===== config.mk =====
export PLATFORM = sky130hd
export DESIGN_NAME = avalon_bus_monitor
export DESIGN_NICKNAME = d
export VERILOG_FILES = /design/src/rtl/avalon_mon_pkg.sv /design/src/rtl/avalon_bus_monitor_req_tracker.sv /design/src/rtl/avalon_bus_monitor.sv
export SDC_FILE = /design/constraint.sdc
export NUM_CORES = 1
export LEC_CHECK = 0
export ABC_AREA = 1
export CAP_MARGIN = 20
export CELL_PAD_IN_SITES_DETAIL_PLACEMENT = 1
export CELL_PAD_IN_SITES_GLOBAL_PLACEMENT = 1
export CORE_MARGIN = 4
export CORE_UTILIZATION = 35
export CTS_BUF_LIST = sky130_fd_sc_hd__clkbuf_4
export DETAILED_ROUTE_END_ITERATION = 7
export PLACE_DENSITY_LB_ADDON = 0.1
export SYNTH_ARGS = -nofsm -noshare
export SYNTH_HDL_FRONTEND = slang
export SYNTH_HIERARCHICAL = 1
export SYNTH_SLANG_ARGS = --single-unit
export TNS_END_PERCENT = 1

===== constraint.sdc =====
create_clock -name clk -period 2.23 [get_ports clk]
set_input_delay 0.669 -clock clk [delete_from_list [all_inputs] [get_ports clk]]
set_output_delay 0.669 -clock clk [all_outputs]
set_load 0.02 [all_outputs]

===== src/rtl/avalon_mon_pkg.sv =====
`default_nettype none
// +----------------------------------------------------------------------+
// | Module   : avalon_mon_pkg                                            |
// | Purpose  : Shared types and constants for the Avalon-MM bus monitor: |
// |            FSM state encoding, error codes, counter width and a      |
// |            saturating-increment helper.                              |
// | Revision : 1.0 - initial release                                     |
// +----------------------------------------------------------------------+
package avalon_mon_pkg;

  // Width of cycle_count, rd_count and wr_count.
  localparam int CNT_W = 32;

  typedef enum logic [1:0] {
    ST_WAIT_START = 2'd0,
    ST_RUN        = 2'd1,
    ST_DONE       = 2'd2,
    ST_FAIL       = 2'd3
  } mon_state_t;

  // Error codes; a lower value has higher priority on the same cycle.
  localparam logic [3:0] ERR_NONE    = 4'd0;
  localparam logic [3:0] ERR_NOSTART = 4'd1;
  localparam logic [3:0] ERR_RW_BOTH = 4'd2;
  localparam logic [3:0] ERR_ALIGN   = 4'd3;
  localparam logic [3:0] ERR_BE_ZERO = 4'd4;
  localparam logic [3:0] ERR_HOLD    = 4'd5;
  localparam logic [3:0] ERR_STALL   = 4'd6;
  localparam logic [3:0] ERR_TIMEOUT = 4'd7;

  // Increment that sticks at all-ones instead of wrapping.
  function automatic logic [CNT_W-1:0] sat_inc(input logic [CNT_W-1:0] v);
    return (&v) ? v : v + CNT_W'(1);
  endfunction

endpackage
`default_nettype wire


===== src/rtl/avalon_bus_monitor_req_tracker.sv =====
`default_nettype none
// +----------------------------------------------------------------------+
// | Module   : avalon_req_tracker                                        |
// | Purpose  : Watches one Avalon-MM request across waitrequest stalls.  |
// |            Captures the request while it is stalled, flags any       |
// |            change to it (including dropping it) on the next cycle,   |
// |            and flags a stall longer than MAX_WAIT cycles.            |
// | Ports    : clk, reset (async, active-low)                            |
// |            read, write, waitrequest, address, byteenable, writedata  |
// |            hold_err  - request changed/dropped while stalled         |
// |            stall_err - stall would exceed MAX_WAIT consecutive cycles|
// | Revision : 1.0 - initial release                                     |
// +----------------------------------------------------------------------+
module avalon_req_tracker #(
  parameter int ADDR_W   = 32,
  parameter int DATA_W   = 32,
  parameter int MAX_WAIT = 64
) (
  input  logic                clk,
  input  logic                reset,
  input  logic                read,
  input  logic                write,
  input  logic                waitrequest,
  input  logic [ADDR_W-1:0]   address,
  input  logic [DATA_W/8-1:0] byteenable,
  input  logic [DATA_W-1:0]   writedata,
  output logic                hold_err,
  output logic                stall_err
);

  // One spare value so the counter can represent MAX_WAIT itself.
  localparam int                WAIT_W   = $clog2(MAX_WAIT + 2);
  localparam logic [WAIT_W-1:0] WAIT_MAX = WAIT_W'(MAX_WAIT);

  logic                req;
  logic                stalled;
  logic                prev_stall;
  logic                hold_read;
  logic                hold_write;
  logic [ADDR_W-1:0]   hold_addr;
  logic [DATA_W/8-1:0] hold_be;
  logic [DATA_W-1:0]   hold_wdata;
  logic [WAIT_W-1:0]   wait_cnt;

  assign req     = read | write;
  assign stalled = req & waitrequest;

  always_ff @(posedge clk or negedge reset) begin
    if (!reset) begin
      prev_stall <= 1'b0;
      hold_read  <= 1'b0;
      hold_write <= 1'b0;
      hold_addr  <= '0;
      hold_be    <= '0;
      hold_wdata <= '0;
      wait_cnt   <= '0;
    end else begin
      prev_stall <= stalled;
      if (stalled) begin
        hold_read  <= read;
        hold_write <= write;
        hold_addr  <= address;
        hold_be    <= byteenable;
        hold_wdata <= writedata;
      end
      // Any cycle that is not a stall (a transfer or an idle bus) ends the run.
      if (!stalled) begin
        wait_cnt <= '0;
      end else if (wait_cnt != WAIT_MAX) begin
        wait_cnt <= wait_cnt + WAIT_W'(1);
      end
    end
  end

  // A dropped request shows up as read/write differing from the held copy.
  always_comb begin
    hold_err  = prev_stall &&
                ((read != hold_read) || (write != hold_write) ||
                 (address != hold_addr) || (byteenable != hold_be) ||
                 (write && (writedata != hold_wdata)));
    stall_err = stalled && (wait_cnt == WAIT_MAX);
  end

endmodule
`default_nettype wire


===== src/rtl/avalon_bus_monitor.sv =====
`default_nettype none
// +----------------------------------------------------------------------+
// | Module   : avalon_bus_monitor                                        |
// | Purpose  : Watchdog/protocol checker on the CPU <-> RAM Avalon-MM    |
// |            link. Tracks the CPU run, counts RUN cycles and completed |
// |            transfers, detects protocol errors and latches a sticky   |
// |            pass/fail verdict.                                        |
// | Ports    : clk, reset (async, active-low)                            |
// |            active, register_v0           - CPU status               |
// |            address, byteenable, read, write, waitrequest, writedata |
// |                                           - monitored Avalon bus    |
// |            done, pass, err_code, err_addr, result_v0 - verdict       |
// |            cycle_count, rd_count, wr_count           - statistics    |
// | Revision : 1.0 - initial release                                     |
// +----------------------------------------------------------------------+
module avalon_bus_monitor
  import avalon_mon_pkg::*;
#(
  parameter int ADDR_W         = 32,
  parameter int DATA_W         = 32,
  parameter int TIMEOUT_CYCLES = 10000,
  parameter int START_CYCLES   = 4,
  parameter int MAX_WAIT       = 64,
  parameter int ALIGN_BITS     = 2
) (
  input  logic                clk,
  input  logic                reset,
  input  logic                active,
  input  logic [DATA_W-1:0]   register_v0,
  input  logic [ADDR_W-1:0]   address,
  input  logic [DATA_W/8-1:0] byteenable,
  input  logic                read,
  input  logic                write,
  input  logic                waitrequest,
  input  logic [DATA_W-1:0]   writedata,
  output logic                done,
  output logic                pass,
  output logic [3:0]          err_code,
  output logic [ADDR_W-1:0]   err_addr,
  output logic [DATA_W-1:0]   result_v0,
  output logic [CNT_W-1:0]    cycle_count,
  output logic [CNT_W-1:0]    rd_count,
  output logic [CNT_W-1:0]    wr_count
);

  mon_state_t       state;
  mon_state_t       state_nx;
  logic [CNT_W-1:0] start_cnt;
  logic [3:0]       err_now;
  logic             req;
  logic             misalign;
  logic             hold_err;
  logic             stall_err;
  logic             timeout;
  logic             start_expired;

  assign req = read | write;

  generate
    if (ALIGN_BITS > 0) begin : g_align
      assign misalign = |address[ALIGN_BITS-1:0];
    end else begin : g_no_align
      assign misalign = 1'b0;
    end
  endgenerate

  avalon_req_tracker #(
    .ADDR_W   (ADDR_W),
    .DATA_W   (DATA_W),
    .MAX_WAIT (MAX_WAIT)
  ) u_req_tracker (
    .clk         (clk),
    .reset       (reset),
    .read        (read),
    .write       (write),
    .waitrequest (waitrequest),
    .address     (address),
    .byteenable  (byteenable),
    .writedata   (writedata),
    .hold_err    (hold_err),
    .stall_err   (stall_err)
  );

  // cycle_count already holds the previous RUN cycles, so this edge makes
  // it reach TIMEOUT_CYCLES when it currently sits one below.
  assign timeout       = active && (cycle_count >= CNT_W'(TIMEOUT_CYCLES - 1));
  assign start_expired = !active && (start_cnt >= CNT_W'(START_CYCLES - 1));

  // Lowest error code wins when several checks fire together.
  always_comb begin
    err_now = ERR_NONE;
    if (read && write)                 err_now = ERR_RW_BOTH;
    else if (req && misalign)          err_now = ERR_ALIGN;
    else if (req && (byteenable == '0)) err_now = ERR_BE_ZERO;
    else if (hold_err)                 err_now = ERR_HOLD;
    else if (stall_err)                err_now = ERR_STALL;
    else if (timeout)                  err_now = ERR_TIMEOUT;
  end

  // State register
  always_ff @(posedge clk or negedge reset) begin
    if (!reset) state <= ST_WAIT_START;
    else        state <= state_nx;
  end

  // Next-state logic; an error on the finishing cycle overrides the finish.
  always_comb begin
    state_nx = state;
    case (state)
      ST_WAIT_START: begin
        if (active)             state_nx = ST_RUN;
        else if (start_expired) state_nx = ST_FAIL;
      end
      ST_RUN: begin
        if (err_now != ERR_NONE) state_nx = ST_FAIL;
        else if (!active)        state_nx = ST_DONE;
      end
      ST_DONE, ST_FAIL: state_nx = state;
      default:          state_nx = ST_WAIT_START;
    endcase
  end

  // Verdict flags decoded from the registered state.
  always_comb begin
    done = (state == ST_DONE) || (state == ST_FAIL);
    pass = (state == ST_DONE);
  end

  // Counters and latched verdict data
  always_ff @(posedge clk or negedge reset) begin
    if (!reset) begin
      start_cnt   <= '0;
      cycle_count <= '0;
      rd_count    <= '0;
      wr_count    <= '0;
      err_code    <= ERR_NONE;
      err_addr    <= '0;
      result_v0   <= '0;
    end else begin
      if ((state == ST_WAIT_START) && !active) begin
        start_cnt <= sat_inc(start_cnt);
      end
      if (state == ST_RUN) begin
        cycle_count <= sat_inc(cycle_count);
        if (read && !waitrequest)  rd_count <= sat_inc(rd_count);
        if (write && !waitrequest) wr_count <= sat_inc(wr_count);
      end
      if ((state == ST_WAIT_START) && (state_nx == ST_FAIL)) begin
        err_code <= ERR_NOSTART;
        err_addr <= address;
      end
      if ((state == ST_RUN) && (state_nx == ST_FAIL)) begin
        err_code <= err_now;
        err_addr <= address;
      end
      if ((state == ST_RUN) && (state_nx == ST_DONE)) begin
        result_v0 <= register_v0;
      end
    end
  end

endmodule
`default_nettype wire

==> results.py, run 1 <==
metrics = {
    "timing": {
        "max_freq_mhz": 419,
        "timing.hold.ws_ns": 0.406,
        "maxSlewViolCount": 0,
        "rsz0062_at_grt": "yes",
        "hold_viol_final": 0,
        "worst_slack_ns": -0.155,
        "skew_ns": 0.0430,
        "relSlewSlack_pct": 64.6,
        "period_share_pct": 107,
        "min_period_ns": 2.38,
        "worst_pin_slew_ns": 0.532,
        "final-setup-viol-count": 67,
        "tns_ns": -6.15,
    },
    "layout": {
        "design_area_um2": 19700,
        "nFillCells": 5211,
        "drive_gt1_share_pct": 20.0,
        "finalNonFillerCells": 2957,
        "nets": 2470,
        "syn2layout_area_growth_pct": 32.9,
    },
    "synth": {
        "synth_simple_gate_area_share_pct": 31.5,
        "yosys.area.top_type": "dfrtp_1",
        "synth_compound_area_share_pct": 4.33,
        "ys_ff_latch": 275,
        "yosysMostFrequentCell": "nand2_1",
        "netlist_area_um2": 14800,
        "synth_edf_count": 0,
        "yosysWarnings": 6,
        "ys_seq_area_share_pct": 46.4,
        "async_reset_ff_share_pct": 100,
        "muxShareOfSynthArea_pct": 0,
        "ys_types": 39,
        "yosys.area_share.xor_xnor_pct": 9.51,
        "syn_inst": 1921,
        "synth_flop_cell": "dfrtp_1",
        "synth_top_area_share_pct": 46.4,
        "yosys.area_share.adder_pct": 0.506,
        "synth_nets": 2033,
        "syn_area_per_cell_um2": 7.72,
        "synth_top_family_by_area": "simple AND/OR/NAND/NOR gates",
        "synthTopCellsByCount": "nand2_1 (699), dfrtp_1 (275), inv_1 (202)",
        "synthTopCellsByArea": "dfrtp_1 (46%), nand2_1 (18%), xor2_1 (6.7%)",
    },
    "clocking": {
        "cts.sinks": 275,
        "clk-insertion-delay-late_ns": 0.77,
        "cts_tree": "built",
        "cts-buffers-inserted": 82,
        "clockBufferDepth": 3,
        "htree_levels": 3,
        "root_buffer": "clkbuf_4",
        "clk_pin_slew_ns": 0.07,
    },
    "routing": {
        "firstDrtPassIters": 5,
        "ant_nets": 0,
        "drtIter0Drc": 577,
        "vias": 14200,
        "wl_per_cell_um": 17.1,
        "drcViolationCount": 0,
        "wirelength_mm": 50.7,
        "vias_per_cell": 4.80,
    },
    "global_route": {
        "grt_max_degree": 65,
        "grt_first_pass_wirelength_mm": 80.6,
        "first_global_vias": 15200,
        "grt_overflow": 0,
        "antenna_found_initial": 6,
        "track_usage_pct": 22.1,
    },
    "setup_path": {
        "crit_path_max_fanout": 64,
        "critPathKind": "primary input to flop",
        "worstPathArrival_ns": 2.99,
        "required_ns": 2.84,
        "reg2reg_slack_ns": -0.12,
        "cp-end-kind": "flop",
        "worst_setup_path_start_kind": "primary input",
    },
    "floorplanning": {
        "start_util_pct": 35.4,
        "die_h_um": 214,
        "fp.coreArea_um2": 41900,
        "io_pins": 272,
        "fp.dieW_um": 214,
        "row_count": 75,
        "die_area_um2": 45700,
    },
    "power": {
        "seqPwrFrac_pct": 46.7,
        "switching_power_mw": 3.29,
        "finalPower_mw": 11.6,
        "switching_share_pct": 28.4,
        "p_int_mw": 8.30,
        "p_leak_nw": 9.83,
        "ir_drop_mv": 0.292,
        "combPwrFrac_pct": 12.1,
        "p_per_area_nw_per_um2": 588,
        "power.share.clock_pct": 41.2,
    },
    "placement": {
        "post-dp-hpwl_mm": 38.5,
        "io_buffers": 270,
        "placed_area_um2": 19100,
        "place_congestion": 0.861,
        "dp.cells": 2810,
    },
    "status": {
        "outcome": "complete, but fails checks",
        "violations": "setup timing",
    },
    "min_path": {
        "hp-class": "primary input to asynchronous set/reset pin",
    },
    "job": {
        "max-cap-violations": 0,
    },
}
final cells by class:
| cell class | instances | area, um^2 | area share [%] |
|---|---|---|---|
| flip-flops and latches | 275 | 6930 | 35.1 |
| multi-input cells | 1381 | 6880 | 34.9 |
| repair buffers | 401 | 3430 | 17.4 |
| clock buffers | 121 | 908 | 4.61 |
| inverters | 217 | 815 | 4.13 |
| well taps | 539 | 674 | 3.42 |
| clock inverters | 19 | 73.8 | 0.375 |
| diodes | 4 | 10.0 | 0.0508 |
per-stage QoR:
stage / setup WS [ns] / util, %
after floorplan: -0.00241 / -
after global placement: -0.917 / 45.4
after detailed placement: -0.953 / 45.4
after CTS: -0.161 / 47.3
after global routing: -0.286 / 47.0
final: -0.155 / 47.0
cell families (layout without fill, tap and decap cells):
logic type | Yosys count | count (layout)
and+or+nand+nor | 1089 | 1089
DFF | 275 | 275
buffers and inverters | 265 | 758
xor gates and xnor gates | 161 | 161
AOI/OAI and AO/OA | 124 | 124
adders and majority gates | 6 | 6
other | 1 | 5
routing by layer:
| metal | GRT usage [%] | routed length [um] | vias up |
|---|---|---|---|
| met5 | 0 | 22 | - |
| met4 | 5.80 | 1020 | 4 |
| met3 | 5.22 | 2470 | 77 |
| met2 | 37.2 | 24600 | 270 |
| met1 | 28.7 | 22600 | 6862 |
| li1 | - | - | 6981 |
timing repair:
action | 4_1_cts | 5_1_grt
setup endpoints to repair | 233 | 179
hold buffers | 1 | 0
pin swaps | 1 | 2
hold endpoints to repair | 32 | 0
gates resized for setup | 526 | 91
setup buffers | 2 | 0
path summary, 6_finish.rpt:
check | start | to | depth (start not counted)
max in group asynchronous | reset | wr_count[21] | 3
min reg2reg | err_addr[13] | err_addr[13] | 2
max reg2reg | u_req_tracker/hold_wdata[6] | result_v0[11] | 17
max | address[22] | result_v0[11] | 19
min in group clk | register_v0[12] | result_v0[12] | 3
min | reset | cycle_count[24] | 2
layout by cell type, fill, tap and decap left out, types with 14 or more instances in the layout:
master / n
clkdlybuf4s50_1: 104
nand2_1: 697
clkbuf_4: 121
nand4_1: 77
buf_2: 76
nor3_1: 72
clkbuf_2: 20
xnor2_1: 43
clkdlybuf4s15_2: 26
dfrtp_2: 36
dfrtp_1: 239
nand3_1: 27
nor2_1: 147
nor4_1: 33
xor2_1: 113
clkdlybuf4s15_1: 28
buf_4: 117
inv_2: 19
clkinv_1: 16
o21ai_1: 60
buf_12: 14
o21ai_0: 55
inv_1: 199
flip-flops by register name, summed over array words and instances (netlist names):
register and cells:
u_req_tracker/hold_wdata 32, cycle_count 32, start_cnt 32, result_v0 32
rd_count 32, u_req_tracker/hold_write 1, u_req_tracker/hold_read 1, u_req_tracker/hold_be 4
u_req_tracker/hold_addr 32, err_addr 32, state 2, err_code 3
u_req_tracker/wait_cnt 7, wr_count 32, u_req_tracker/prev_stall 1
power by group through the flow:
| stage | sequential (mW) | combinational (mW) | clock, mW |
|---|---|---|---|
| floorplan | 5.55 | 0.599 | 0 |
| global placement | 5.49 | 1.43 | 0 |
| detailed placement | 5.50 | 1.47 | 0 |
| CTS | 5.41 | 1.44 | 4.98 |
| global route | 5.44 | 1.57 | 5.31 |
| finish | 5.41 | 1.41 | 4.77 |
critical path, stage by stage:
cell	delay, ns
clkdlybuf4s50_1	0.60
inv_1	0.08
nand2_1	0.07
nand2_1	0.07
nor2_1	0.09
nand2_1	0.05
nor2_1	0.10
nand3_1	0.08
nor2_1	0.11
a21oi_1	0.07
inv_1	0.07
nand2_1	0.07
inv_2	0.08
nand4_4	0.09
o21bai_4	0.19
nand3_4	0.10
buf_12	0.20
nand2_1	0.09
o21ai_1	0.07
Note: power is estimated with default switching activity, not from simulation.
==> run 2, diff against run 1 <==
--- a/config.mk
+++ b/config.mk
@@ -5,12 +5,11 @@
 export SDC_FILE = /design/constraint.sdc
 export NUM_CORES = 1
 export LEC_CHECK = 0
-export ABC_AREA = 1
 export CAP_MARGIN = 20
 export CELL_PAD_IN_SITES_DETAIL_PLACEMENT = 1
 export CELL_PAD_IN_SITES_GLOBAL_PLACEMENT = 1
 export CORE_MARGIN = 4
-export CORE_UTILIZATION = 35
+export CORE_UTILIZATION = 40
 export CTS_BUF_LIST = sky130_fd_sc_hd__clkbuf_4
 export DETAILED_ROUTE_END_ITERATION = 7
 export PLACE_DENSITY_LB_ADDON = 0.1
==> run 2 against run 1 <==
  * The flow still finishes with violations (setup timing)
  * Maximum frequency down 24%
  * Via count fell by 28%
  * Synthesized cell count shrank 44%
  * Critical path depth is 7 lower
  * Worst hold slack better by 0.060 ns
  * Area after synthesis decreased by 13%
  * Sequential power is 2% lower
  * Critical path type unchanged
  * Cell count down 33%
  * Utilization increased by 9.5 points
  * Total power fell by 6.3%
==> results.py, run 2 <==
metrics = {
    "floorplanning": {
        "die_area_um2": 35300,
        "row_count": 65,
        "io_pins": 272,
        "fp.dieW_um": 188,
        "die_h_um": 188,
        "start_util_pct": 40.8,
        "fp.coreArea_um2": 31700,
    },
    "synth": {
        "async_reset_ff_share_pct": 100,
        "synth_nets": 1185,
        "synth_top_area_share_pct": 53.2,
        "ys_seq_area_share_pct": 53.2,
        "netlist_area_um2": 12900,
        "syn_inst": 1073,
        "synth_flop_cell": "dfrtp_1",
        "yosys.area.top_type": "dfrtp_1",
        "yosysMostFrequentCell": "dfrtp_1",
        "synthTopCellsByCount": "dfrtp_1 (275), mux2_2 (113), xnor2_1 (112)",
        "ys_types": 63,
        "synth_edf_count": 0,
        "syn_area_per_cell_um2": 12.1,
        "yosysWarnings": 6,
        "synthTopCellsByArea": "dfrtp_1 (53%), mux2_2 (9.8%), xnor2_1 (7.6%)",
        "ys_ff_latch": 275,
    },
    "layout": {
        "drive_gt1_share_pct": 31.1,
        "design_area_um2": 17900,
        "nets": 1645,
        "layout_common_cells": "dfrtp_1 (267), buf_4 (127), xnor2_1 (112)",
        "layout_commonest_cell": "dfrtp_1",
        "syn2layout_area_growth_pct": 38.5,
    },
    "setup_path": {
        "worstPathArrival_ns": 3.69,
        "cp_cell_sequence": "clkdlybuf4s50_1, xor2_1, nor4_2, nand4_1, nor4_2, buf_4, a31oi_2, or4_4, nor3_4, buf_6, buf_12, mux2_2",
        "critPathKind": "primary input to flop",
        "crit_slowest_cell": "or4_4",
        "slowest_delay_ns": 0.53,
        "cp-end-kind": "flop",
        "required_ns": 2.79,
        "crit_path_max_fanout": 16,
        "cpMostUsedCell": "nor4_2",
        "worst_setup_path_start_kind": "primary input",
    },
    "clocking": {
        "htree_levels": 3,
        "clk_pin_slew_ns": 0.07,
        "root_buffer": "clkbuf_4",
        "cts-buffers-inserted": 80,
        "cts.sinks": 275,
        "clockBufferDepth": 3,
        "cts_tree": "built",
        "clk-insertion-delay-late_ns": 0.71,
    },
    "timing": {
        "max_freq_mhz": 319,
        "timing.hold.ws_ns": 0.466,
        "rsz0062_at_grt": "yes",
        "skew_ns": 0.0371,
        "worst_pin_slew_ns": 0.509,
        "relSlewSlack_pct": 66.1,
        "worst_slack_ns": -0.901,
        "final-setup-viol-count": 69,
        "hold_viol_final": 0,
        "min_period_ns": 3.13,
        "period_share_pct": 140,
        "maxSlewViolCount": 0,
    },
    "routing": {
        "vias_per_cell": 5.16,
        "firstDrtPassIters": 4,
        "wl_per_cell_um": 18.4,
        "wirelength_mm": 36.6,
        "vias": 10300,
        "drtIter0Drc": 285,
        "ant_nets": 0,
        "drcViolationCount": 0,
    },
    "power": {
        "switching_power_mw": 2.69,
        "p_leak_nw": 8.64,
        "combPwrFrac_pct": 8.7,
        "power.share.clock_pct": 42.7,
        "finalPower_mw": 10.9,
        "seqPwrFrac_pct": 48.7,
        "switching_share_pct": 24.7,
        "p_int_mw": 8.17,
        "p_per_area_nw_per_um2": 606,
        "ir_drop_mv": 0.390,
    },
    "global_route": {
        "grt_first_pass_wirelength_mm": 59.6,
        "grt_max_degree": 58,
        "first_global_vias": 11400,
        "antenna_found_initial": 4,
        "track_usage_pct": 20.6,
        "grt_overflow": 0,
    },
    "placement": {
        "io_buffers": 270,
        "place_congestion": 0.818,
        "post-dp-hpwl_mm": 26.6,
        "placed_area_um2": 17000,
    },
    "status": {
        "violations": "setup timing",
        "outcome": "complete, but fails checks",
    },
    "job": {
        "max-cap-violations": 0,
    },
    "min_path": {
        "hp-class": "primary input to asynchronous set/reset pin",
    },
}
-- run 2: cell families (layout without fill, tap and decap cells) --
kind of cell,after synthesis,count (layout),share of synthesized area (%)
flops,275,275,53.2
other cells,1,3,0.0290
mux,138,138,12.6
buf+inv,46,557,2.19
simple gates,377,377,16.3
xor+xnor,195,195,13.2
fa+ha+maj,6,6,0.581
compound gates,35,35,1.91
-- run 2: power by group through the flow --
stage	Clock (mW)	Combinational (mW)	Sequential, mW
floorplan	0	0.455	5.35
global placement	0	0.918	5.36
detailed placement	0	0.940	5.37
CTS	4.87	0.959	5.28
global route	5.16	1.03	5.30
finish	4.63	0.941	5.29
-- run 2: repair_timing --
action,CTS,global route
hold endpoints to repair,36,0
gates resized for setup,279,94
pin swaps,3,3
setup endpoints to repair,234,131
hold buffers,1,0
gates cloned,0,1
setup buffers,0,1
-- run 2: critical path: cells and delay by family --
family,cells,cell delay [ns]
multiplexers,1,0.35
XOR/XNOR,1,0.17
AO/OA/AOI/OAI,1,0.10
AND/OR/NAND/NOR,5,1.46
buffers and inverters,4,0.92
-- run 2: worst paths after layout --
kind / startpoint / endpoint / slack [ns] / cells after the start
setup / recovery: address[3] / result_v0[23] / -0.90 / 12
hold / removal: reset / u_req_tracker/hold_wdata[8] / 0.47 / 2
setup reg to reg: u_req_tracker/hold_addr[3] / result_v0[23] / -0.84 / 11
hold reg to reg: wr_count[31] / wr_count[31] / 0.49 / 1
max in group asynchronous: reset / rd_count[15] / 1.09 / 3
min in group clk: wr_count[31] / wr_count[31] / 0.49 / 1
-- run 2: final cells by class --
class                           count  area [um^2]
Multi-Input combinational cell    752         5920
Clock inverter                     24          148
Antenna cell                        2         5.00
Sequential cell                   275         6890
Timing Repair Buffer              407         3560
Inverter                           17         63.8
Fill cell                        3429        13800
Tap cell                          402          503
Clock buffer                      109          818
-- run 2: through the flow --
stage	utilization, %	worst slack (ns)	setup TNS, ns	std cells
floorplan	-	-0.735	-37.95	1073
CTS	56.5	-0.910	-50.91	1984
detailed placement	53.7	-1.75	-165.84	1850
global placement	53.7	-1.73	-160.53	1850
finish	56.5	-0.901	-50.73	1988
global route	56.5	-1.00	-57.63	1988
-- run 2: per-layer routing --
layer | up-vias | GRT usage [%] | share of wire [%]
li1 | 4808 | - | -
met3 | 69 | 6.57 | 6.6
met2 | 253 | 34.8 | 50
met4 | 4 | 6.97 | 2.3
met1 | 5132 | 25.0 | 41
met5 | - | 0 | 0.071
==> run 3, diff against run 2 <==
--- a/config.mk
+++ b/config.mk
@@ -9,7 +9,7 @@
 export CELL_PAD_IN_SITES_DETAIL_PLACEMENT = 1
 export CELL_PAD_IN_SITES_GLOBAL_PLACEMENT = 1
 export CORE_MARGIN = 4
-export CORE_UTILIZATION = 40
+export CORE_UTILIZATION = 42
 export CTS_BUF_LIST = sky130_fd_sc_hd__clkbuf_4
 export DETAILED_ROUTE_END_ITERATION = 7
 export PLACE_DENSITY_LB_ADDON = 0.1
==> run 3 against run 2 <==
  * The run still ends with setup timing left
  * Clock-buffer cell count grew 5
  * Clock power is essentially flat
  * Clock skew rose by 0.021 ns
  * Flip-flop and latch count stayed put
  * Critical path type unchanged
==> results.py, run 3 (synthesis results as in run 2) <==
metrics = {
    "clocking": {
        "root_buffer": "clkbuf_4",
        "cts.sinks": 275,
        "htree_levels": 3,
        "clockBufferDepth": 3,
        "cts_tree": "built",
        "clk-insertion-delay-late_ns": 0.69,
        "cts-buffers-inserted": 78,
        "clk_pin_slew_ns": 0.07,
    },
    "setup_path": {
        "cp-end-kind": "flop",
        "critPathKind": "primary input to flop",
        "crit_path_max_fanout": 16,
        "worst_setup_path_start_kind": "primary input",
        "required_ns": 2.77,
        "worstPathArrival_ns": 3.75,
    },
    "timing": {
        "maxSlewViolCount": 0,
        "final-setup-viol-count": 69,
        "hold_viol_final": 0,
        "period_share_pct": 144,
        "max_freq_mhz": 311,
        "worst_slack_ns": -0.988,
        "worst_pin_slew_ns": 0.859,
        "min_period_ns": 3.22,
        "rsz0062_at_grt": "yes",
        "skew_ns": 0.0586,
        "relSlewSlack_pct": 42.7,
    },
    "power": {
        "switching_share_pct": 24.8,
        "switching_power_mw": 2.69,
        "p_int_mw": 8.14,
        "p_leak_nw": 8.69,
        "seqPwrFrac_pct": 48.8,
        "power.share.clock_pct": 42.6,
        "finalPower_mw": 10.8,
        "ir_drop_mv": 0.394,
        "combPwrFrac_pct": 8.6,
        "p_per_area_nw_per_um2": 606,
    },
    "floorplanning": {
        "die_h_um": 183,
        "die_area_um2": 33700,
        "start_util_pct": 43.1,
        "fp.coreArea_um2": 30000,
        "row_count": 63,
        "io_pins": 272,
        "fp.dieW_um": 183,
    },
    "routing": {
        "vias": 10300,
        "ant_nets": 0,
        "drtIter0Drc": 314,
        "wl_per_cell_um": 18.9,
        "vias_per_cell": 5.24,
        "firstDrtPassIters": 4,
        "wirelength_mm": 37.1,
        "drcViolationCount": 0,
    },
    "layout": {
        "drive_gt1_share_pct": 28.8,
        "syn2layout_area_growth_pct": 38.2,
        "layout_commonest_cell": "dfrtp_1",
        "layout_common_cells": "dfrtp_1 (270), buf_4 (120), clkbuf_4 (114)",
        "design_area_um2": 17900,
        "nets": 1637,
    },
    "global_route": {
        "track_usage_pct": 21.8,
        "antenna_found_initial": 3,
        "first_global_vias": 11400,
        "grt_first_pass_wirelength_mm": 59.9,
        "grt_overflow": 0,
        "grt_max_degree": 77,
    },
    "placement": {
        "place_congestion": 0.784,
        "placed_area_um2": 17000,
        "post-dp-hpwl_mm": 26.8,
        "io_buffers": 270,
    },
    "status": {
        "violations": "setup timing",
        "outcome": "complete, but fails checks",
    },
    "job": {
        "max-cap-violations": 0,
    },
    "min_path": {
        "hp-class": "primary input to asynchronous set/reset pin",
    },
}
-- run 3: cell types whose count changed in the layout (fill, tap and decap cells not counted), moves of 4 or more --
cell	previous run	this run
dlygate4sd2_1	83	112
clkbuf_2	25	12
buf_2	17	6
clkinv_1	17	8
buf_4	127	120
clkdlybuf4s15_2	21	14
clkbuf_4	109	114
inv_2	4	0
mux2_4	37	33
-- run 3: path summary, 6_finish.rpt --
kind / start / end / slack [ns] / cells after the start
worst max register to register: u_req_tracker/hold_addr[4] / result_v0[10] / -0.93 / 12
worst min-delay path: reset / result_v0[22] / 0.48 / 2
max in group asynchronous: reset / err_addr[13] / 1.08 / 3
min in group clk: result_v0[5] / result_v0[5] / 0.48 / 1
worst max-delay path: address[4] / result_v0[10] / -0.99 / 13
worst min register to register: result_v0[5] / result_v0[5] / 0.48 / 1
-- run 3: power groups by stage --
stage	sequential, mW	combinational (mW)	clock (mW)
global route	5.31	1.02	5.10
detailed placement	5.38	0.939	0
finish	5.29	0.935	4.61
global placement	5.36	0.904	0
floorplan	5.35	0.455	0
CTS	5.29	0.949	4.79
-- run 3: worst max-delay path: stages --
cell and delay (ns):
clkdlybuf4s50_1 0.47, xor2_1 0.18, nor4_2 0.33, buf_4 0.16
nand4_1 0.10, nor4_2 0.15, buf_4 0.18, a31oi_4 0.09
or4_4 0.53, nor3_4 0.21, buf_4 0.15, buf_12 0.16
mux2_2 0.36
-- run 3: layout make-up --
class,instances,area (um^2)
Antenna cell,2,5.00
Tap cell,390,488
Clock inverter,15,105
Clock buffer,114,856
Fill cell,3221,12200
Timing Repair Buffer,401,3590
Inverter,17,63.8
Multi-Input combinational cell,752,5880
Sequential cell,275,6890
-- run 3: layer usage --
layer | global-route usage [%] | share of wire [%] | wire, um
met3 | 6.29 | 7.0 | 2590
met5 | 0 | 0.035 | 13
met1 | 26.8 | 41 | 15200
met4 | 6.29 | 1.9 | 689
met2 | 37.3 | 50 | 18600
-- run 3: stage by stage --
stage	cells	utilization, %	TNS, ns	setup WS, ns	hold WS, ns
after floorplan	1073	-	-37.95	-0.735	0.373
final	1966	59.5	-53.47	-0.988	0.479
after global routing	1966	59.5	-64.56	-1.14	0.466
after CTS	1961	59.3	-52.36	-0.973	0.452
after global placement	1831	56.5	-177.74	-1.64	0.470
after detailed placement	1831	56.5	-189.20	-1.75	0.475
-- run 3: timing repair --
| item | CTS | global route |
|---|---|---|
| endpoints found under the setup margin | 237 | 114 |
| pin swaps | 1 | 5 |
| hold buffers | 1 | 0 |
| endpoints found under the hold margin | 37 | 0 |
| cloned | 0 | 1 |
| buffers inserted | 0 | 2 |
| resized for setup | 225 | 65 |
